$ cat config.mk
export PLATFORM = sky130hd
export DESIGN_NAME = coded_res_decoder
export DESIGN_NICKNAME = d
export VERILOG_FILES = /design/src/rtl/coded_res_decoder.sv
export SDC_FILE = /design/constraint.sdc
export NUM_CORES = 1
export LEC_CHECK = 0
export BUFFER_PORTS_ARGS = -buffer_cell sky130_fd_sc_hd__buf_4
export CORE_AREA = 5 5 209 211
export DETAILED_ROUTE_END_ITERATION = 7
export DIE_AREA = 0 0 214 216
export PLACE_DENSITY_LB_ADDON = 0.12
export SLEW_MARGIN = 20
export SYNTH_ARGS = -nofsm -noshare
export SYNTH_HDL_FRONTEND = slang
export SYNTH_SLANG_ARGS = --single-unit
$ cat constraint.sdc
create_clock -name clk -period 21.6 [get_ports clk]
set_input_delay 4.32 -clock clk [delete_from_list [all_inputs] [get_ports clk]]
set_output_delay 4.32 -clock clk [all_outputs]
set_load 0.01 [all_outputs]
$ cat src/rtl/coded_res_decoder.sv
// Frame decoder: buffers 8 two-lane words, checks weighted-sum checksum, replays words with status.
// Optional CODED_ERR_CNT_EN adds a saturating err_cnt output counting failed frames.
module coded_res_decoder (
    input  logic        clk,
    input  logic        rst,
    input  logic        in_valid,
    output logic        in_ready,
    input  logic [31:0] in_data,
    input  logic        chk_valid,
    output logic        chk_ready,
    input  logic [47:0] chk_data,
    input  logic        out_ready,
    output logic        out_valid,
    output logic [31:0] out_data,
    output logic [2:0]  out_idx,
    output logic        out_last,
    output logic        out_err,
    output logic        frame_err
`ifdef CODED_ERR_CNT_EN
    ,
    output logic [15:0] err_cnt
`endif
);

    typedef enum logic [1:0] {StRecv, StWaitChk, StCmp, StSend} state_e;

    state_e      state_q, state_d;
    logic [2:0]  idx_q, idx_d;
    logic [21:0] acc1_q, acc1_d, acc2_q, acc2_d;
    logic [47:0] chk_q, chk_d;
    logic        err_q, err_d;
    logic [31:0] buf_q [8];
    logic        buf_we;
    logic        cmp_err;

    // Lane value sign-extended to 22 bits times unsigned weight idx+1; result wraps mod 2^22.
    function automatic logic [21:0] wprod(input logic [15:0] a, input logic [2:0] idx);
        logic [21:0] a_ext;
        logic [3:0]  w;
        a_ext = {{6{a[15]}}, a};
        w     = {1'b0, idx} + 4'd1;
        return a_ext * {18'd0, w};
    endfunction

    assign cmp_err = (chk_q[21:0] != acc1_q) | (chk_q[45:24] != acc2_q)
                   | (|chk_q[23:22]) | (|chk_q[47:46]);

    always_comb begin
        state_d   = state_q;
        idx_d     = idx_q;
        acc1_d    = acc1_q;
        acc2_d    = acc2_q;
        chk_d     = chk_q;
        err_d     = err_q;
        buf_we    = 1'b0;
        in_ready  = 1'b0;
        chk_ready = 1'b0;
        out_valid = 1'b0;
        out_data  = '0;
        out_idx   = '0;
        out_last  = 1'b0;
        out_err   = 1'b0;
        frame_err = 1'b0;
        case (state_q)
            StRecv: begin
                in_ready = 1'b1;
                if (in_valid) begin
                    buf_we = 1'b1;
                    acc1_d = acc1_q + wprod(in_data[15:0], idx_q);
                    acc2_d = acc2_q + wprod(in_data[31:16], idx_q);
                    idx_d  = idx_q + 3'd1;
                    if (idx_q == 3'd7) state_d = StWaitChk;
                end
            end
            StWaitChk: begin
                chk_ready = 1'b1;
                if (chk_valid) begin
                    chk_d   = chk_data;
                    state_d = StCmp;
                end
            end
            StCmp: begin
                err_d     = cmp_err;
                frame_err = cmp_err;
                state_d   = StSend;
            end
            StSend: begin
                out_valid = 1'b1;
                out_data  = buf_q[idx_q];
                out_idx   = idx_q;
                out_last  = (idx_q == 3'd7);
                out_err   = err_q;
                if (out_ready) begin
                    idx_d = idx_q + 3'd1;
                    if (idx_q == 3'd7) begin
                        acc1_d  = '0;
                        acc2_d  = '0;
                        state_d = StRecv;
                    end
                end
            end
            default: state_d = StRecv;
        endcase
    end

    always_ff @(posedge clk or posedge rst) begin
        if (rst) begin
            state_q <= StRecv;
            idx_q   <= '0;
            acc1_q  <= '0;
            acc2_q  <= '0;
            chk_q   <= '0;
            err_q   <= 1'b0;
            for (int i = 0; i < 8; i++) buf_q[i] <= '0;
        end else begin
            state_q <= state_d;
            idx_q   <= idx_d;
            acc1_q  <= acc1_d;
            acc2_q  <= acc2_d;
            chk_q   <= chk_d;
            err_q   <= err_d;
            if (buf_we) buf_q[idx_q] <= in_data;
        end
    end

`ifdef CODED_ERR_CNT_EN
    logic [15:0] err_cnt_q;

    always_ff @(posedge clk or posedge rst) begin
        if (rst) begin
            err_cnt_q <= '0;
        end else if (frame_err && err_cnt_q != 16'hFFFF) begin
            err_cnt_q <= err_cnt_q + 16'd1;
        end
    end

    assign err_cnt = err_cnt_q;
`endif

endmodule
=== Word level (Yosys, flattened, before mapping) ===
Cells that the tools add are included.

* Add/subtract/negate cells: 4
* Multiply operators: 2
* Divide/modulo/power cells: 0
* Order comparisons: 2
* Equal/unequal tests: 11
* Shift operators: 0
* Muxes and demuxes: 31
* Bitwise operators: 4
* Reduce and logical (&&, ||, !) cells: 9

{| class="wikitable"
|+ Operators by type and width
! cell !! count
|-
| $bwmux 256 || 1
|-
| $mux 32 || 4
|-
| $bmux 32 s3 || 1
|-
| $demux 32 s3 || 1
|-
| $mux 22 || 4
|-
| $pmux 22 s2 || 2
|-
| $add 22x22->22 || 2
|-
| $ne 22x22->1 || 2
|-
| $mul 16x5->21 || 2
|-
| $mux 2 || 5
|-
| $ne 2x2->1 const B || 5
|-
| $mux 3 || 3
|-
| $mux 1 || 8
|-
| $pmux 2 s4 || 1
|-
| $pmux 3 s2 || 1
|-
| $reduce_and 5->1 || 1
|-
| $add 3x1->4 const B || 1
|-
| $eq 2x2->1 const B || 2
|-
| $ge 4x4->1 const B || 1
|-
| $lt 4x1->1 const B || 1
|-
| $not 3->4 || 1
|-
| $reduce_and 4->1 || 1
|-
| $reduce_or 2->1 || 2
|-
| $add 3x1->3 const B || 1
|-
| other kinds (8) || 10
|}

* Register bits after elaboration: 354
* Latch bits: 0
* Memory bits (writable): 0
* Memory bits (read-only): 0
* Input port bits: 85
* Output and inout port bits: 41
* Logic and storage cells: 77
* Memories kept: 0

=== Depth between registers and ports, before layout ===
Gate-level depths: netlist of run 1.

* Word-level depth: 6
* Gate-level depth with buffers: 28
* Gate-level depth less buffers: 26

=== Worst setup path after synthesis of run 1 ===
Ideal clock, no wire load.

* Path kind: input port to flip-flop
* From: input port in_data[22]
* To: register acc2_q[21]
* Library setup time: 0.126 ns
* Data arrival time: 9.396 ns
* Data required time: 21.474 ns
* Slack: 12.078 ns
* Cell stages on the path: 24
* Buffers on the path: 1
* Path through: clkbuf_1 and2_1 ha_1 fa_1 inv_1 fa_1 inv_1 ha_1 and3_1 a31oi_1 o21ai_0 a211oi_1 o21bai_1 a21o_1 a21oi_1 xnor2_1 ha_1 and3_1 o211a_1 a21boi_0 a311o_2 a31oi_1 xnor3_1 a221o_1

* Longest elaborated chain between the ends: 4

{| class="wikitable"
|+ RTL lines
! item !! RTL line !! RTL
|-
| from (decl) || 8 || <nowiki>input logic [31:0] in_data,</nowiki>
|-
| $mul 16x5->21 || 42 || <nowiki>return a_ext * {18'd0, w};</nowiki>
|-
| $add 22x22->22 || 70 || <nowiki>acc2_d = acc2_q + wprod(in_data[31:16], idx_q);</nowiki>
|-
| $mux 22 || 67 || <nowiki>if (in_valid) begin</nowiki>
|-
| $pmux 22 s2 || 64 || <nowiki>case (state_q)</nowiki>
|-
| to (signal assigned) || 111 || <nowiki>acc2_q <= '0;</nowiki>
|-
| to (signal assigned) || 119 || <nowiki>acc2_q <= acc2_d;</nowiki>
|-
| to (decl) || 29 || <nowiki>logic [21:0] acc1_q, acc1_d, acc2_q, acc2_d;</nowiki>
|}

No other way between the ends. The select of a mux whose other input is x is not followed.
A chain may end at the register's enable or synchronous reset.

=== Worst setup path after layout of run 1 ===
Same ends and word-level chain as after synthesis.

==> flow_summary_export.csv, run 1 <==
group,metric,value,unit
clock_tree,postCtsSetupBuffers,0,
floorplanning,pin_count,126,
critical_path,crit_required,22.05,ns
critical_path,cp_num_buf_inv,3,
global_route,grt_overflow_total,0,
detailed_routing,dr.pass1.iters,4,
critical_path,worstPathArrival,9.75,ns
floorplanning,fp.dieW,214,µm
critical_path,worst_setup_path_end_kind,"flop",
synth,synthCells,1952,
finish,layout_common_cells,"dfrtp_1 (351), mux2_2 (306), inv_1 (153)",
sta,tightestPinTransition,0.945,ns
critical_path,crit_family,"compound AO/OA/AOI/OAI gates",
clock_tree,cts-hold-fix-buffers,0,
detailed_routing,wl,50400,µm
clock_tree,cts.path.max_buffers,3,
critical_path,crit_path_start_kind,"primary input",
finish,diodes,0,
floorplanning,std_cell_rows,75,
sta,drv_slew,0,
sta,tns,0,ns
clock_tree,path_clk_slew,0.06,ns
placement,gp_congestion,0.861,
placement,io_buffers,125,
synth,yosysWarnings,0,
sta,fin_skew,0.0154,ns
critical_path,cp_slowest_stage_delay,0.48,ns
sta,period_needed,9.30,ns
clock_tree,clock-sinks,354,
synth,synth_top_family_by_area,"multiplexers",
synth,yosys.area.top_type,"dfrtp_1",
critical_path,path_max_fanout,12,
finish,final_common_cell,"dfrtp_1",
finish,final_core_util,61.0,%
detailed_routing,drt_iter0_drc,651,
synth,synthArstFlopShare,100,%
synth,synth_mux_area_share,23.1,%
sta,slew_headroom,37.0,%
finish,fillers,3333,
sta,grt_setup_unrepaired,"no",
placement,dp_hpwl,34300,µm
clock_tree,htreeDepth,2,
hold_path,hold_start,"buf_q[99]",
sta,fin_crit_sh,43.1,%
synth,synth_edf_count,0,
synth,synth_fa_ha_area_share,13.1,%
synth,synth_compound_area_share,7.45,%
flow_run,max_cap_violations,0,
detailed_routing,num_vias,14600,
clock_tree,cts_resized,0,
detailed_routing,wl_per_cell,19.4,µm
clock_tree,worstSkewPairLatency,0.56,ns
critical_path,regToRegStartpoint,"idx_q[0]",
sta,setup_viol,0,
synth,synth_nets,2233,
critical_path,cpMostUsedCell,"ha_1",
synth,ys_types,64,
floorplanning,die_height,216,µm
floorplanning,dieArea,46200,µm²
critical_path,startpoint,"in_data[22]",
sta,fmax,107,MHz
outcome,outcome,"finished clean",
synth,synth_area,22600,µm²
detailed_routing,vias_per_cell,5.64,
synth,synth.area.top_cells,"dfrtp_1 (39%), mux2_2 (15%), ha_1 (7.1%)",
global_route,antenna_found_initial,0,
hold_path,hold_path_class,"reg2reg",
finish,syn_to_final_growth,12.2,%
synth,yosys.area.top_type_share,39.2,%
synth,ys_ff_latch,354,
synth,yosys_most_used_dff,"dfrtp_1",
sta,hold_violations,0,
synth,synth_simple_gate_area_share,8.50,%
detailed_routing,antenna_left,0,
critical_path,crit_chain,"buf_4 -> and2_1 -> ha_1 -> fa_1 -> inv_1 -> fa_1 -> inv_1 -> ha_1 -> and3_1 -> a31oi_1 -> o21ai_0 -> a211oi_1 -> o21bai_1 -> a21o_1 -> a21oi_1 -> xnor2_1 -> ha_1 -> and3_1 -> o211a_1 -> a21boi_0 -> a311o_2 -> a31oi_1 -> xnor3_1 -> a221o_1",
floorplanning,start_util,54.4,%
floorplanning,core_area,41600,µm²
global_route,grt_pass1_wl,82900,µm
synth,yosysSeqAreaShare,39.2,%
clock_tree,root_buffer,"clkbuf_16",
synth,synth-xor-area-share,4.24,%
hold_path,hold_depth,1,
synth,postSynthAreaPerCell,11.6,µm²
critical_path,reg2reg_depth,26,
global_route,grt_usage,21.9,%
clock_tree,cts_buffers,41,
detailed_routing,drc_errors,0,
global_route,grt_pass1_vias,15600,
critical_path,cp.depth,24,
finish,fin_nets,2310,
critical_path,criticalPathCategory,"in2reg",
finish,drive_above_1_share,29.0,%
critical_path,slowest_stage,"fa_1",
clock_tree,cts_tree,"yes",
global_route,grt_max_degree,89,
==> synthesized netlist by cell type (all sizes together), types with 13 or more instances <==
library cell,n
nor2b,19
mux2,306
mux4,64
nand2b,31
dfrtp,354
fa,68
xnor2,39
and2,99
nor3,19
buf,20
and3,13
xor2,68
inv,154
nand2,64
mux2i,33
o21ai,66
nand3,17
ha,128
clkbuf,90
a21oi,64
a21o,36
nor2,69
==> flip-flops by register name (all words and copies together), names as in the netlist <==
signal,cells
err_q,1
acc1_q,22
acc2_q,22
state_q,2
chk_q,48
idx_q,3
buf_q,256
==> path summary, 6_finish.rpt <==
check                             endpoint  slack (ns)
worst max register to register  acc2_q[21]       13.97
min in group asynchronous        acc1_q[0]        3.86
worst min-delay path             buf_q[99]        0.50
worst max-delay path            acc2_q[21]       12.30
worst min register to register   buf_q[99]        0.50
max in group asynchronous       buf_q[145]       15.91
==> logic make-up (layout without fill, tap and decap cells) <==
family                   after synthesis  count (layout)
adder cells (fa/ha/maj)              196             196
XOR/XNOR                             108             108
AO/OA/AOI/OAI                        259             259
flip-flops                           354             354
AND/OR/NAND/NOR                      366             366
multiplexers                         403             403
buffers and inverters                266             368
==> layer usage <==
layer,routed length [µm],global-route usage [%],vias up
li1,-,-,6997
met1,23300,29.8,7359
met2,24100,37.3,210
met3,1840,3.22,64
met4,1110,5.80,0
met5,0,0,-
==> cell type report <==
type                            count  area (µm²)  area share (%)
Multi-Input combinational cell   1332       12800            50.5
Sequential cell                   354        8870            34.9
Clock buffer                       56        1170            4.63
Timing Repair Buffer              145        1090            4.30
Tap cell                          539         674            2.66
Inverter                          155         589            2.32
Clock inverter                     12         175           0.690
==> stage by stage <==
step / setup WS [ns] / cell area [µm²] / hold slack [ns] / cells
6_report: 12.30 / 25400 / 0.497 / 2593
5_1_grt: 11.99 / 25400 / 0.504 / 2593
4_1_cts: 12.33 / 25400 / 0.500 / 2593
3_5_place_dp: 11.72 / 24000 / 0.487 / 2525
3_3_place_gp: 11.83 / 24000 / 0.481 / 2525
2_1_floorplan: 7.46 / 22600 / 0.474 / 1952
Power of run 1 is left out: the tool's default activity adds up to more than one toggle a clock period on the data nets, which glitch-free logic cannot reach.
==> inputs of run 2 (changes only) <==
Clock period 21.6 ns to 8.75 ns, I/O delays scaled along.
==> run 2 against run 1 <==
  * Die area unchanged
  * Critical path depth increased by 1
  * Clock skew decreased by 0.0050 ns
  * Register-to-register slack got worse by 12 ns
  * Cell count increased by 0.19%
  * Worst hold slack improved by 0.0022 ns
  * Routed wire length increased by 0.45%
  * Global-route usage increased by 0.45 points
==> flow_summary_export.csv, run 2 (synthesis gave the netlist of run 1 again) <==
group,metric,value,unit
sta,setup_viol,0,
floorplanning,dieArea,46200,µm²
finish,fillers,3353,
floorplanning,fp.dieW,214,µm
flow_run,max_cap_violations,0,
finish,diodes,0,
sta,drv_slew,0,
sta,tns,0,ns
detailed_routing,dr.pass1.iters,6,
clock_tree,htreeDepth,2,
detailed_routing,vias_per_cell,5.66,
critical_path,criticalPathCategory,"reg2reg",
critical_path,path_max_fanout,33,
clock_tree,worstSkewPairLatency,0.57,ns
critical_path,slowest_stage,"ha_1",
critical_path,worstPathArrival,7.43,ns
sta,fin_skew,0.0104,ns
detailed_routing,antenna_left,0,
critical_path,crit_required,9.19,ns
global_route,grt_max_degree,187,
outcome,outcome,"finished clean",
clock_tree,clock-sinks,354,
global_route,antenna_found_initial,0,
finish,top_register,"buf_q",
finish,multiInputGateArea,12800,µm²
sta,hold_violations,0,
finish,reg_top3,"buf_q: 256 flops, chk_q: 48 flops",
floorplanning,core_area,41600,µm²
critical_path,startpoint,"idx_q[0]",
finish,syn_to_final_growth,12.2,%
sta,fin_crit_sh,79.9,%
global_route,grt_pass1_wl,84500,µm
detailed_routing,drt_iter0_drc,769,
clock_tree,postCtsSetupBuffers,0,
clock_tree,cts.path.max_buffers,3,
clock_tree,path_clk_slew,0.06,ns
floorplanning,die_height,216,µm
finish,fin_nets,2310,
sta,period_needed,6.99,ns
hold_path,hold_start,"buf_q[120]",
finish,layout_common_cells,"dfrtp_1 (351), mux2_2 (306), inv_1 (153)",
detailed_routing,num_vias,14700,
critical_path,cp_slowest_stage_delay,0.89,ns
critical_path,regToRegStartpoint,"idx_q[0]",
sta,fmax,143,MHz
floorplanning,pin_count,126,
finish,drive_above_1_share,29.1,%
global_route,grt_overflow_total,0,
sta,grt_setup_unrepaired,"no",
clock_tree,cts_resized,0,
detailed_routing,wl,50600,µm
clock_tree,cts-hold-fix-buffers,0,
finish,final_common_cell,"dfrtp_1",
placement,io_buffers,125,
floorplanning,std_cell_rows,75,
placement,gp_congestion,0.862,
detailed_routing,drc_errors,0,
sta,slew_headroom,30.1,%
hold_path,hold_path_class,"reg2reg",
floorplanning,start_util,54.4,%
finish,seq_area,8870,µm²
clock_tree,cts_buffers,40,
detailed_routing,wl_per_cell,19.5,µm
critical_path,worst_setup_path_end_kind,"flop",
critical_path,crit_path_start_kind,"flop",
global_route,grt_pass1_vias,15400,
sta,tightestPinTransition,1.05,ns
clock_tree,root_buffer,"clkbuf_16",
critical_path,cpMostUsedCell,"ha_1",
global_route,grt_usage,22.4,%
finish,largest_reg_flops,256,
clock_tree,cts_tree,"yes",
placement,dp_hpwl,34400,µm
run 2: cell count changes in the layout (fill, tap and decap cells not counted), sizes merged:
cell,before,now
clkbuf,56,59
clkinv,7,10
bufinv,3,1
buf,145,146
inv,157,155
clkinvlp,0,2
run 2: worst paths after layout:
path / to / slack (ns) / cells after the start
max in group asynchronous: idx_q[2] / 5.70 / 4
min in group asynchronous: buf_q[226] / 1.34 / 3
worst max-delay path: acc2_q[21] / 1.76 / 25
worst max register to register: acc2_q[21] / 1.76 / 25
worst min-delay path: buf_q[120] / 0.50 / 1
worst min register to register: buf_q[120] / 0.50 / 1
run 2: per-layer routing:
layer,global-route usage (%),routed length (µm),up-vias
met3,3.94,2070,75
met1,31.6,23300,7393
met4,5.15,1070,0
met5,0,0,-
met2,36.6,24100,261
li1,-,-,6966
run 2: metrics by stage:
step	utilization, %	worst slack (ns)	std cells	hold slack (ns)	area (µm²)
finish	61.1	1.76	2598	0.499	25400
global route	61.1	1.29	2598	0.506	25400
CTS	61.0	1.72	2598	0.500	25400
detailed placement	57.8	1.44	2526	0.487	24000
global placement	57.8	1.57	2526	0.482	24000
floorplan	-	1.80	1952	0.474	22600
run 2: cell type report:
cell class / instances / area share [%]
flip-flops and latches: 354 / 34.9
inverters: 155 / 2.31
multi-input cells: 1332 / 50.4
clock buffers: 59 / 4.74
clock inverters: 13 / 0.552
well taps: 539 / 2.66
repair buffers: 146 / 4.38
run 2: critical path: cells and delay by family (launching register included):
| kind | cells | cell delay [ns] |
|---|---|---|
| AO/OA/AOI/OAI | 11 | 2.30 |
| XOR/XNOR | 2 | 0.39 |
| adder cells (fa/ha/maj) | 7 | 2.92 |
| buffers and inverters | 2 | 0.09 |
| flip-flops | 1 | 0.47 |
| AND/OR/NAND/NOR | 3 | 0.70 |
Power of run 2 is left out for the same reason.
==> inputs of run 3 (changes only) <==
Clock period 8.75 ns to 5.8 ns, I/O delays scaled along.
==> run 3 against run 2 <==
  * The run now ends with setup timing left
  * Clock-buffer cell count is 4 higher
  * Register-to-register slack worse by 1.8 ns
  * Design area is 8.0% higher
  * First-iteration DRC count is 20% lower
  * Die area stayed put
  * Global-route usage is 1.5 points higher
  * Utilization is 4.9 points higher
  * Flip-flop and latch count stayed put
  * Critical path depth stayed put
  * Critical path type unchanged
==> flow_summary_export.csv, run 3 (synthesis gave the netlist of run 1 again) <==
group,metric,value,unit
finish,final_common_cell,"dfrtp_1",
global_route,grt_pass1_wl,89700,µm
sta,drv_slew,0,
finish,final_core_util,65.9,%
floorplanning,core_area,41600,µm²
clock_tree,path_clk_slew,0.06,ns
finish,drive_above_1_share,39.0,%
finish,layout_common_cells,"dfrtp_1 (351), buf_4 (326), mux2_2 (306)",
global_route,antenna_found_initial,0,
placement,place_area,25400,µm²
detailed_routing,wl,54900,µm
global_route,grt_usage,23.8,%
placement,gp_congestion,0.830,
finish,largest_reg_flops,256,
detailed_routing,num_vias,15600,
sta,slew_headroom,22.1,%
flow_run,max_cap_violations,0,
floorplanning,std_cell_rows,75,
hold_path,hold_path_class,"reg2reg",
sta,fmax,170,MHz
floorplanning,start_util,54.4,%
critical_path,crit_end,"acc2_q[21]",
critical_path,regToRegStartpoint,"idx_q[0]",
sta,tightestPinTransition,1.16,ns
outcome,violations,"setup timing",
sta,fin_skew,0.0128,ns
clock_tree,cts_buffers,41,
sta,grt_setup_unrepaired,"yes",
global_route,grt_pass1_vias,16700,
finish,reg_top3,"buf_q: 256 flops, chk_q: 48 flops",
finish,fin_area,27400,µm²
critical_path,crit_required,6.24,ns
sta,period_needed,5.87,ns
critical_path,worst_setup_path_end_kind,"flop",
critical_path,crit_path_start_kind,"flop",
floorplanning,pin_count,126,
finish,diodes,0,
finish,top_register,"buf_q",
floorplanning,fp.dieW,214,µm
global_route,grt_overflow_total,0,
sta,hold-worst-slack,0.498,ns
floorplanning,dieArea,46200,µm²
finish,syn_to_final_growth,21.1,%
global_route,grt_max_degree,150,
clock_tree,htreeDepth,2,
placement,io_buffers,125,
sta,fin_ws,-0.0710,ns
detailed_routing,drt_iter0_drc,615,
detailed_routing,drc_errors,0,
finish,fin_nets,2497,
floorplanning,die_height,216,µm
placement,dp_hpwl,38700,µm
clock_tree,root_buffer,"clkbuf_16",
detailed_routing,wl_per_cell,19.7,µm
critical_path,path_max_fanout,6,
detailed_routing,dr.pass1.iters,5,
detailed_routing,vias_per_cell,5.61,
critical_path,criticalPathCategory,"reg2reg",
clock_tree,cts.path.max_buffers,3,
critical_path,reg2reg_depth,25,
critical_path,worstPathArrival,6.31,ns
clock_tree,cts_tree,"yes",
clock_tree,worstSkewPairLatency,0.56,ns
critical_path,startpoint,"idx_q[0]",
sta,hold_violations,0,
sta,setup_viol,1,
detailed_routing,antenna_left,0,
outcome,outcome,"finished, violations left",
critical_path,regToRegEndpoint,"acc2_q[21]",
sta,fin_crit_sh,101,%
critical_path,r2r_setup_slack,-0.07,ns
clock_tree,clock-sinks,354,
run 3: worst min path at each step:
stage | from | end | slack, ns | cells past startpoint
final | buf_q[106] | buf_q[106] | 0.50 | 1
after floorplan | buf_q[126] | buf_q[126] | 0.47 | 1
after CTS | buf_q[112] | buf_q[112] | 0.50 | 1
after detailed placement | buf_q[112] | buf_q[112] | 0.49 | 1
after global placement | buf_q[126] | buf_q[126] | 0.48 | 1
after global routing | buf_q[4] | buf_q[4] | 0.51 | 1
run 3: what timing repair did:
item                                    4_1_cts  5_1_grt
setup buffers                                11       11
hold buffers                                  0        0
gates resized for setup                      34       76
endpoints found under the setup margin       17       19
pin swaps                                    33       64
run 3: final cells by class:
| class | count | area (µm²) |
|---|---|---|
| fillers | 3175 | 14200 |
| clock buffers | 63 | 1230 |
| well taps | 539 | 674 |
| multi-input cells | 1332 | 13400 |
| clock inverters | 10 | 115 |
| repair buffers | 332 | 2540 |
| flip-flops and latches | 354 | 8870 |
| inverters | 155 | 586 |
run 3: stage by stage:
step                setup slack (ns)  cells  setup TNS, ns
floorplan                     -0.226   1952         -36.46
global placement              -0.342   2691          -2.31
detailed placement            -0.486   2691          -3.91
CTS                           -0.153   2774         -0.313
global route                  -0.281   2785          -1.27
finish                       -0.0710   2785        -0.0710
run 3: layer usage:
metal / vias to the layer above / track usage, % / wire length (µm) / share of wire [%]
met5: - / 0 / 0 / 0
met2: 260 / 41.4 / 27200 / 49
li1: 7344 / - / - / -
met4: 0 / 5.24 / 840 / 1.5
met1: 7955 / 32.4 / 24900 / 45
met3: 62 / 3.21 / 2000 / 3.6
run 3: worst max-delay path: stages, from the launching register on:
cell and delay (ns):
dfrtp_4 0.48, ha_4 0.17, ha_4 0.25, and2_1 0.17, ha_1 0.29, fa_1 0.50, inv_2 0.04, fa_1 0.52
inv_2 0.05, ha_4 0.22, and3_4 0.17, and3_4 0.19, a211oi_4 0.28, buf_4 0.15, buf_4 0.09, o211ai_1 0.11
a21o_1 0.20, a21oi_2 0.13, xnor2_1 0.09, ha_1 0.33, a21oi_2 0.16, o211ai_1 0.10, a311o_2 0.34, a31oi_4 0.16
xnor3_1 0.24, a221o_1 0.32
Power of run 3 is left out for the same reason.
